File: src/rtl/agc_gain_ctrl.sv
// AGC loop controller: windowed mean magnitude, hysteresis compare, saturating gain stepping and lock.
// Optional AGC_LOCK_FREEZE_EN: a lock-breaking UP/DOWN decision leaves the gain unchanged for that evaluation.
//
// state    | meaning
// S_ACCUM  | accumulate magnitudes of enabled samples until the window is full
// S_EVAL   | compare the window mean against the hysteresis band, register the decision
// S_UPDATE | apply the decision to gain and lock, pulse o_gain_valid, clear the window
module agc_gain_ctrl #(
   parameter int NB_INPUT  = 14,
   parameter int LOG2_WIN  = 6,
   parameter int NB_GAIN   = 6,
   parameter int GAIN_INIT = 32,
   parameter int TARGET    = 4096,
   parameter int HYST      = 256,
   parameter int LOCK_CNT  = 4
) (
   input  logic                       clk,
   input  logic                       i_srst,
   input  logic                       i_en,
   input  logic signed [NB_INPUT-1:0] i_is_data,
   output logic        [NB_GAIN-1:0]  o_gain,
   output logic                       o_gain_valid,
   output logic                       o_locked,
   output logic        [NB_INPUT-2:0] o_mean
);

   localparam int NB_MAG = NB_INPUT - 1;
   localparam int NB_ACC = NB_MAG + LOG2_WIN;
   localparam logic [NB_GAIN-1:0] GAIN_MAX  = '1;
   localparam logic [NB_GAIN-1:0] GAIN_RST  = NB_GAIN'(GAIN_INIT);
   localparam logic [NB_MAG-1:0]  THR_HI    = NB_MAG'(TARGET + HYST);
   localparam logic [NB_MAG-1:0]  THR_LO    = NB_MAG'(TARGET - HYST);
   localparam logic [3:0]         LOCK_TGT  = 4'(LOCK_CNT);

   typedef enum logic [1:0] {S_ACCUM, S_EVAL, S_UPDATE} state_t;
   typedef enum logic [1:0] {D_HOLD, D_UP, D_DOWN} dec_t;

   state_t              state_q, state_d;
   dec_t                dec_q, dec_d;
   logic [NB_ACC-1:0]   acc_q, acc_d, acc_sum;
   logic [LOG2_WIN-1:0] cnt_q, cnt_d;
   logic [NB_MAG-1:0]   mean_q, mean_d;
   logic [NB_GAIN-1:0]  gain_q, gain_d;
   logic [3:0]          lock_cnt_q, lock_cnt_d;
   logic                locked_q, locked_d;
   logic                gain_valid_q, gain_valid_d;
   logic [NB_INPUT-1:0] neg;
   logic [NB_MAG-1:0]   mag;
   logic                step_en;

   // Negating the most negative code yields itself; its set top bit flags saturation.
   always_comb begin
      neg = '0 - i_is_data;
      if (i_is_data[NB_INPUT-1]) begin
         mag = neg[NB_MAG] ? '1 : neg[NB_MAG-1:0];
      end else begin
         mag = i_is_data[NB_MAG-1:0];
      end
      acc_sum = acc_q + NB_ACC'(mag);
   end

`ifdef AGC_LOCK_FREEZE_EN
   assign step_en = !locked_q;
`else
   assign step_en = 1'b1;
`endif

   always_comb begin
      state_d      = state_q;
      dec_d        = dec_q;
      acc_d        = acc_q;
      cnt_d        = cnt_q;
      mean_d       = mean_q;
      gain_d       = gain_q;
      lock_cnt_d   = lock_cnt_q;
      gain_valid_d = 1'b0;
      case (state_q)
         S_ACCUM: begin
            if (i_en) begin
               acc_d = acc_sum;
               cnt_d = cnt_q + 1'b1;
               if (cnt_q == '1) begin
                  mean_d  = acc_sum[NB_ACC-1:LOG2_WIN];
                  state_d = S_EVAL;
               end
            end
         end
         S_EVAL: begin
            if (mean_q > THR_HI) begin
               dec_d = D_DOWN;
            end else if (mean_q < THR_LO) begin
               dec_d = D_UP;
            end else begin
               dec_d = D_HOLD;
            end
            state_d = S_UPDATE;
         end
         S_UPDATE: begin
            gain_valid_d = 1'b1;
            acc_d        = '0;
            cnt_d        = '0;
            state_d      = S_ACCUM;
            case (dec_q)
               D_UP: begin
                  lock_cnt_d = '0;
                  if (step_en && gain_q != GAIN_MAX) gain_d = gain_q + 1'b1;
               end
               D_DOWN: begin
                  lock_cnt_d = '0;
                  if (step_en && gain_q != '0) gain_d = gain_q - 1'b1;
               end
               default: begin
                  if (lock_cnt_q != LOCK_TGT) lock_cnt_d = lock_cnt_q + 1'b1;
               end
            endcase
         end
         default: state_d = S_ACCUM;
      endcase
      locked_d = (lock_cnt_d == LOCK_TGT);
   end

   always_ff @(posedge clk) begin
      if (i_srst) begin
         state_q      <= S_ACCUM;
         dec_q        <= D_HOLD;
         acc_q        <= '0;
         cnt_q        <= '0;
         mean_q       <= '0;
         gain_q       <= GAIN_RST;
         lock_cnt_q   <= '0;
         locked_q     <= 1'b0;
         gain_valid_q <= 1'b0;
      end else begin
         state_q      <= state_d;
         dec_q        <= dec_d;
         acc_q        <= acc_d;
         cnt_q        <= cnt_d;
         mean_q       <= mean_d;
         gain_q       <= gain_d;
         lock_cnt_q   <= lock_cnt_d;
         locked_q     <= locked_d;
         gain_valid_q <= gain_valid_d;
      end
   end

   assign o_gain       = gain_q;
   assign o_gain_valid = gain_valid_q;
   assign o_locked     = locked_q;
   assign o_mean       = mean_q;

endmodule

File: config.mk
export PLATFORM = sky130hd
export DESIGN_NAME = agc_gain_ctrl
export DESIGN_NICKNAME = d
export VERILOG_FILES = /design/src/rtl/agc_gain_ctrl.sv
export SDC_FILE = /design/constraint.sdc
export NUM_CORES = 1
export LEC_CHECK = 0
export BUFFER_PORTS_ARGS = -buffer_cell sky130_fd_sc_hd__buf_2
export CAP_MARGIN = 20
export CELL_PAD_IN_SITES_DETAIL_PLACEMENT = 1
export CELL_PAD_IN_SITES_GLOBAL_PLACEMENT = 2
export CORE_MARGIN = 1
export CORE_UTILIZATION = 35
export CTS_CLUSTER_DIAMETER = 50
export DETAILED_ROUTE_END_ITERATION = 7
export PLACE_DENSITY_LB_ADDON = 0.15
export SETUP_SLACK_MARGIN = 0.1
export SLEW_MARGIN = 20
export SYNTH_ARGS = -nofsm -noshare
export SYNTH_HDL_FRONTEND = slang
export SYNTH_SLANG_ARGS = --single-unit
File: constraint.sdc
create_clock -name clk -period 3.6 [get_ports clk]
set_input_delay 0.36 -clock clk [delete_from_list [all_inputs] [get_ports clk]]
set_output_delay 0.36 -clock clk [all_outputs]
set_load 0.02 [all_outputs]
-- Word level (Yosys, flattened, before mapping)
Cells that the tools add are included.
Widths: inputs -> output; s select.
- order comparisons: 2
- equal/unequal tests: 12
- multiplexer cells: 18
- reductions and logical operators: 9
- $add $sub $neg: 6
- operators with widths (operator ; count):
    $pmux 19 s2 ; 1
    $mux 13 ; 2
    $pmux 6 s2 ; 2
    $add 19x13->19 ; 1
    $mux 19 ; 1
    $mux 6 ; 3
    $sub 1x14->14 const A ; 1
    $gt 13x13->1 const B ; 1
    $lt 13x12->1 const B ; 1
    $add 6x1->6 const B ; 2
    $mux 4 ; 3
    $ne 2x2->1 const B ; 4
    $eq 6x6->1 const B ; 1
    $mux 2 ; 3
    $ne 6x6->1 const B ; 1
    $reduce_bool 6->1 ; 1
    $sub 6x1->6 const B ; 1
    $add 4x1->4 const B ; 1
    $eq 2x1->1 const B ; 2
    $eq 2x2->1 const B ; 2
    $eq 4x3->1 const B ; 1
    $ne 4x3->1 const B ; 1
    $pmux 2 s2 ; 1
    $reduce_and 2->1 ; 2
    6 further kinds ; 8
- input port bits: 17
- output and inout port bits: 21
- logic and storage cells: 56
- flip-flop bits (word level): 54

-- Longest topological paths before layout
- depth after elaboration: 6
- mapped depth: 14
- gate-level depth less buffers: 13

-- Worst setup path after synthesis
OpenSTA, ideal clock, no wires.
- path type: input -> register
- start: input port i_is_data[3]
- end: register acc_q[16]
- buffers on the path: 0
- data required time: 3.538 ns
- stages: 13
- setup slack: 0.346 ns
- library setup time: 0.062 ns
- data arrival time: 3.192 ns
- cells stage by stage: nor3_1 -> and3_1 -> nand3_1 -> nand2_1 -> ha_1 -> inv_1 -> fa_1 -> nand3b_1 -> a21oi_1 -> or3_4 -> nand2_1 -> or4b_2 -> nand3_1
- cells in the longest elaborated chain, start to end: 6
- ends and longest elaborated chain (what ; line ; RTL):
    start: declaration ; 20 ; input logic signed [NB_INPUT-1:0] i_is_data,
    $sub 1x14->14 ; 53 ; neg = '0 - i_is_data;
    $mux 13 ; 55 ; mag = neg[NB_MAG] ? '1 : neg[NB_MAG-1:0];
    $mux 13 (*) ; 54 ; if (i_is_data[NB_INPUT-1]) begin
    $add 19x13->19 (*) ; 59 ; acc_sum = acc_q + NB_ACC'(mag);
    $mux 19 (*) ; 79 ; if (i_en) begin
    $pmux 19 s2 (*) ; 77 ; case (state_q)
    end signal: assignment ; 126 ; acc_q <= '0;
    end signal: assignment ; 136 ; acc_q <= acc_d;
    end: declaration ; 40 ; logic [NB_ACC-1:0] acc_q, acc_d, acc_sum;
Mark *: on every way between the ends. The rest lies on a longest branch, timed or not. The select of a mux whose other input is x is not followed.
A chain may end at the register's enable or synchronous reset.

-- Worst setup path in the final report
- start: input port i_is_data[3]
- end: register mean_q[12], in the netlist o_mean[12]
- cells in the longest elaborated chain, start to end: 4
- ends and longest elaborated chain (what ; line ; RTL):
    $sub 1x14->14 ; 53 ;
    $mux 13 ; 55 ;
    $mux 13 (*) ; 54 ;
    $add 19x13->19 (*) ; 59 ;
    end signal: assignment ; 138 ; mean_q <= mean_d;
    end: declaration ; 42 ; logic [NB_MAG-1:0] mean_q, mean_d;
Mark *: on every way between the ends. The rest lies on a longest branch, timed or not.

==> results.yml <==
pwr:
  clockPowerShare_pct: 26.9
  vdd_drop_max_v: 0.000161
  sw_frac_of_total_pct: 32.5
  leakagePower_uw: 0.00163
  combPwrFrac_pct: 30.1
  internal_power_uw: 1020
  power.density_mw_per_mm2: 389
  seq_power_share_pct: 43.0
  p_switching_uw: 492
floorplanning:
  fp.dieH_um: 101
  dieArea_mm2: 0.0102
  core_area_mm2: 0.00937
  rows: 35
  die_width_um: 101
  io_pins: 38
  initial_utilization_pct: 36.6
worst_setup_path:
  cp-startpoint: "i_is_data[3]"
  timing_worst_setup_path_type: "input port to register"
  path_cells: "buf_2 -> nor3_1 -> buf_4 -> nand2_1 -> or4_1 -> o21ai_0 -> o21ai_0 -> ha_1 -> a21o_1 -> a2111o_1 -> or3_4 -> nand2_1 -> o21ai_1 -> a311oi_2"
  cp.required_ps: 3830
  worstPathArrival_ps: 3460
  critPathLaunchType: "input port"
  r2r_start: "acc_q[0]$_SDFFE_PP0P_"
  critPathSlowestCell: "or4_1"
  endpoint_kind: "register"
  path_max_fanout: 5
  max_stage_delay_ps: 430
yosys:
  yosysWarnings: 0
  synth_area_leaders: "dfxtp_1 32%, ha_1 9.1%, nand2_1 6.3%, a21oi_1 5.8%, nor2_1 5.1%"
  synthesis.nets: 484
  ys_ff_latch: 54
  synth-edff-count: 0
  async_flop_share_pct: 0
  synth.cell_area_mm2: 0.00343
  synth_top_area_share_pct: 31.5
  synth_area_per_cell_um2: 7.79
  synthDistinctLibCells: 54
  yosysSeqAreaShare_pct: 31.5
  postSynthCellCount: 440
  yosys_most_used_dff: "dfxtp_1"
  synth_top_cell_by_area: "dfxtp_1"
timing:
  fin_crit_ps: 3230
  skew_ps: 8.96
  slew_headroom_pct: 31.3
  max_clock_freq_mhz: 310
  slew_viol_final: 0
  hold_viol_final: 0
  setup_violations: 0
  hold_ws_ps: 455
  max_slew.worst_pin.slew_ps: 1030
  fin_crit_sh_pct: 89.7
  rsz0062_at_grt: "false"
routing:
  drt_first_pass_iters: 4
  antenna_left: 0
  wl_per_cell_um: 15.2
  vias_per_cell: 5.33
  drc: 0
  drt_first_iter_violations: 83
  wirelength_um: 9180
  via_count: 3229
cells_and_area:
  drive_gt1_share_pct: 13.0
  final_cell_mix: "58 x nand2_1, 54 x dfxtp_1, 47 x nor2_1, 40 x a21oi_1, 37 x buf_2"
  layout_commonest_cell: "nand2_1"
  area_growth_pct: 13.4
  diodes: 0
  nets: 520
  fillCellCount: 1197
  instances_no_fill: 606
job:
  maxCapViolCount: 0
global_route:
  grt_use_total_pct: 19.0
  grtUsageMet3_pct: 1.66
  antenna_found_initial: 0
  use_met2_pct: 35.4
  grt_max_degree: 34
  gr-usage-met1_pct: 23.1
  grt_pass1_vias: 3296
  grt_overflow: 0
  grt_first_pass_wirelength_um: 15400
  grt.busiest_layer: "met2"
clocking:
  numCtsBuffers: 5
  clockBufferDepth: 2
  cts.clk_slew.worst_paths_ps: 100
  root_buffer: "clkbuf_8"
  clk-insertion-delay-late_ps: 310
  holdBufCountCts: 0
  cts_tree: "yes"
  cts_max_level: 2
  cts_num_sinks: 54
hold_path:
  hold_class: "input port to register"
  hp-start: "i_srst"
placed_design:
  port_buffers: 37
  dpl.hpwl_um: 7220
  post-place-cells: 598
  gp_congestion: 0.818
outcome:
  status: "complete, no violations"
[final timing paths]
check,to,slack [ps],cells past startpoint
hold / removal,o_gain[5]$_SDFFE_PP1P_,460,3
setup / recovery,o_mean[12]$_SDFFE_PP0P_,370,14
setup reg to reg,acc_q[16]$_SDFFE_PP0P_,1150,9
hold reg to reg,o_mean[3]$_SDFFE_PP0P_,490,2
[repair_timing]
action                     CTS  global route
gates resized for setup      0             2
setup endpoints to repair    0             3
setup buffers                0             0
[registers in the layout, summed over array words and instances (netlist names)]
name / cells
dec_q: 2
o_mean: 13
o_gain: 6
state_q: 2
o_locked: 1
acc_q: 19
o_gain_valid: 1
cnt_q: 6
lock_cnt_q: 4
[power groups by stage]
stage / clock (uW) / sequential, uW / combinational, uW
CTS: 423 / 651 / 455
detailed placement: 0 / 664 / 453
finish: 407 / 651 / 455
floorplan: 0 / 657 / 340
global route: 441 / 655 / 514
global placement: 0 / 664 / 444
[cells in the mapped netlist (4+ instances only)]
library cell  instances
a22oi_1               6
and3_1                6
nor2_1               47
a211oi_1              5
nor3_1                8
nand3_1              17
or4_1                 4
clkbuf_1             11
a21oi_1              40
dfxtp_1              54
o21ai_0              24
nand3b_1              4
ha_1                 25
xnor2_1              17
o211ai_1              5
inv_1                22
buf_2                 5
xor2_1               10
nand4_1               5
mux2i_1               4
nor4_1                4
nand2_1              58
a21o_1                6
or3_1                 4
[layer usage]
layer	vias up	wire [um]
met4	0	148
met1	1540	4270
met3	12	121
met5	-	0
li1	1641	-
met2	36	4640
[worst max-delay path: cells and delay by family]
kind,cells,cell delay [ps]
adders and majority gates,1,340
AOI/OAI and AO/OA,6,1180
buffers and inverters,2,300
and+or+nand+nor,5,1270
[cell families (layout without fill, tap and decap cells)]
group	Yosys count	after routing	share of synthesized area (%)
flip-flops	54	54	31.5
multiplexers	4	4	1.17
buffers and inverters	38	75	4.34
AND/OR/NAND/NOR	172	172	23.7
AO/OA/AOI/OAI	118	118	22.1
adder cells (fa/ha/maj)	27	27	10.3
XOR/XNOR	27	27	6.90
[stage by stage]
| stage | setup TNS, ps | util (%) | setup WS, ps | instance area (um2) | power (uW) |
|---|---|---|---|---|---|
| 6_report | 0 | 41.5 | 370 | 3890 | 1510 |
| 3_5_place_dp | -4.92 | 40.2 | -4.92 | 3770 | 1120 |
| 3_3_place_gp | 0 | 40.2 | 102 | 3770 | 1110 |
| 4_1_cts | 0 | 41.4 | 314 | 3880 | 1530 |
| 5_1_grt | 0 | 41.5 | 109 | 3890 | 1610 |
| 2_1_floorplan | 0 | - | 346 | 3430 | 997 |
[final cells by class]
| type | instances | area (um2) | area share, % |
|---|---|---|---|
| clock buffer | 7 | 76.3 | 1.96 |
| clock inverter | 1 | 30.0 | 0.772 |
| inverter | 22 | 82.6 | 2.12 |
| multi-input combinational | 348 | 2210 | 56.9 |
| sequential | 54 | 1080 | 27.8 |
| tap | 129 | 161 | 4.15 |
| timing repair buffer | 45 | 245 | 6.31 |
(Power assumes the default switching activity.)
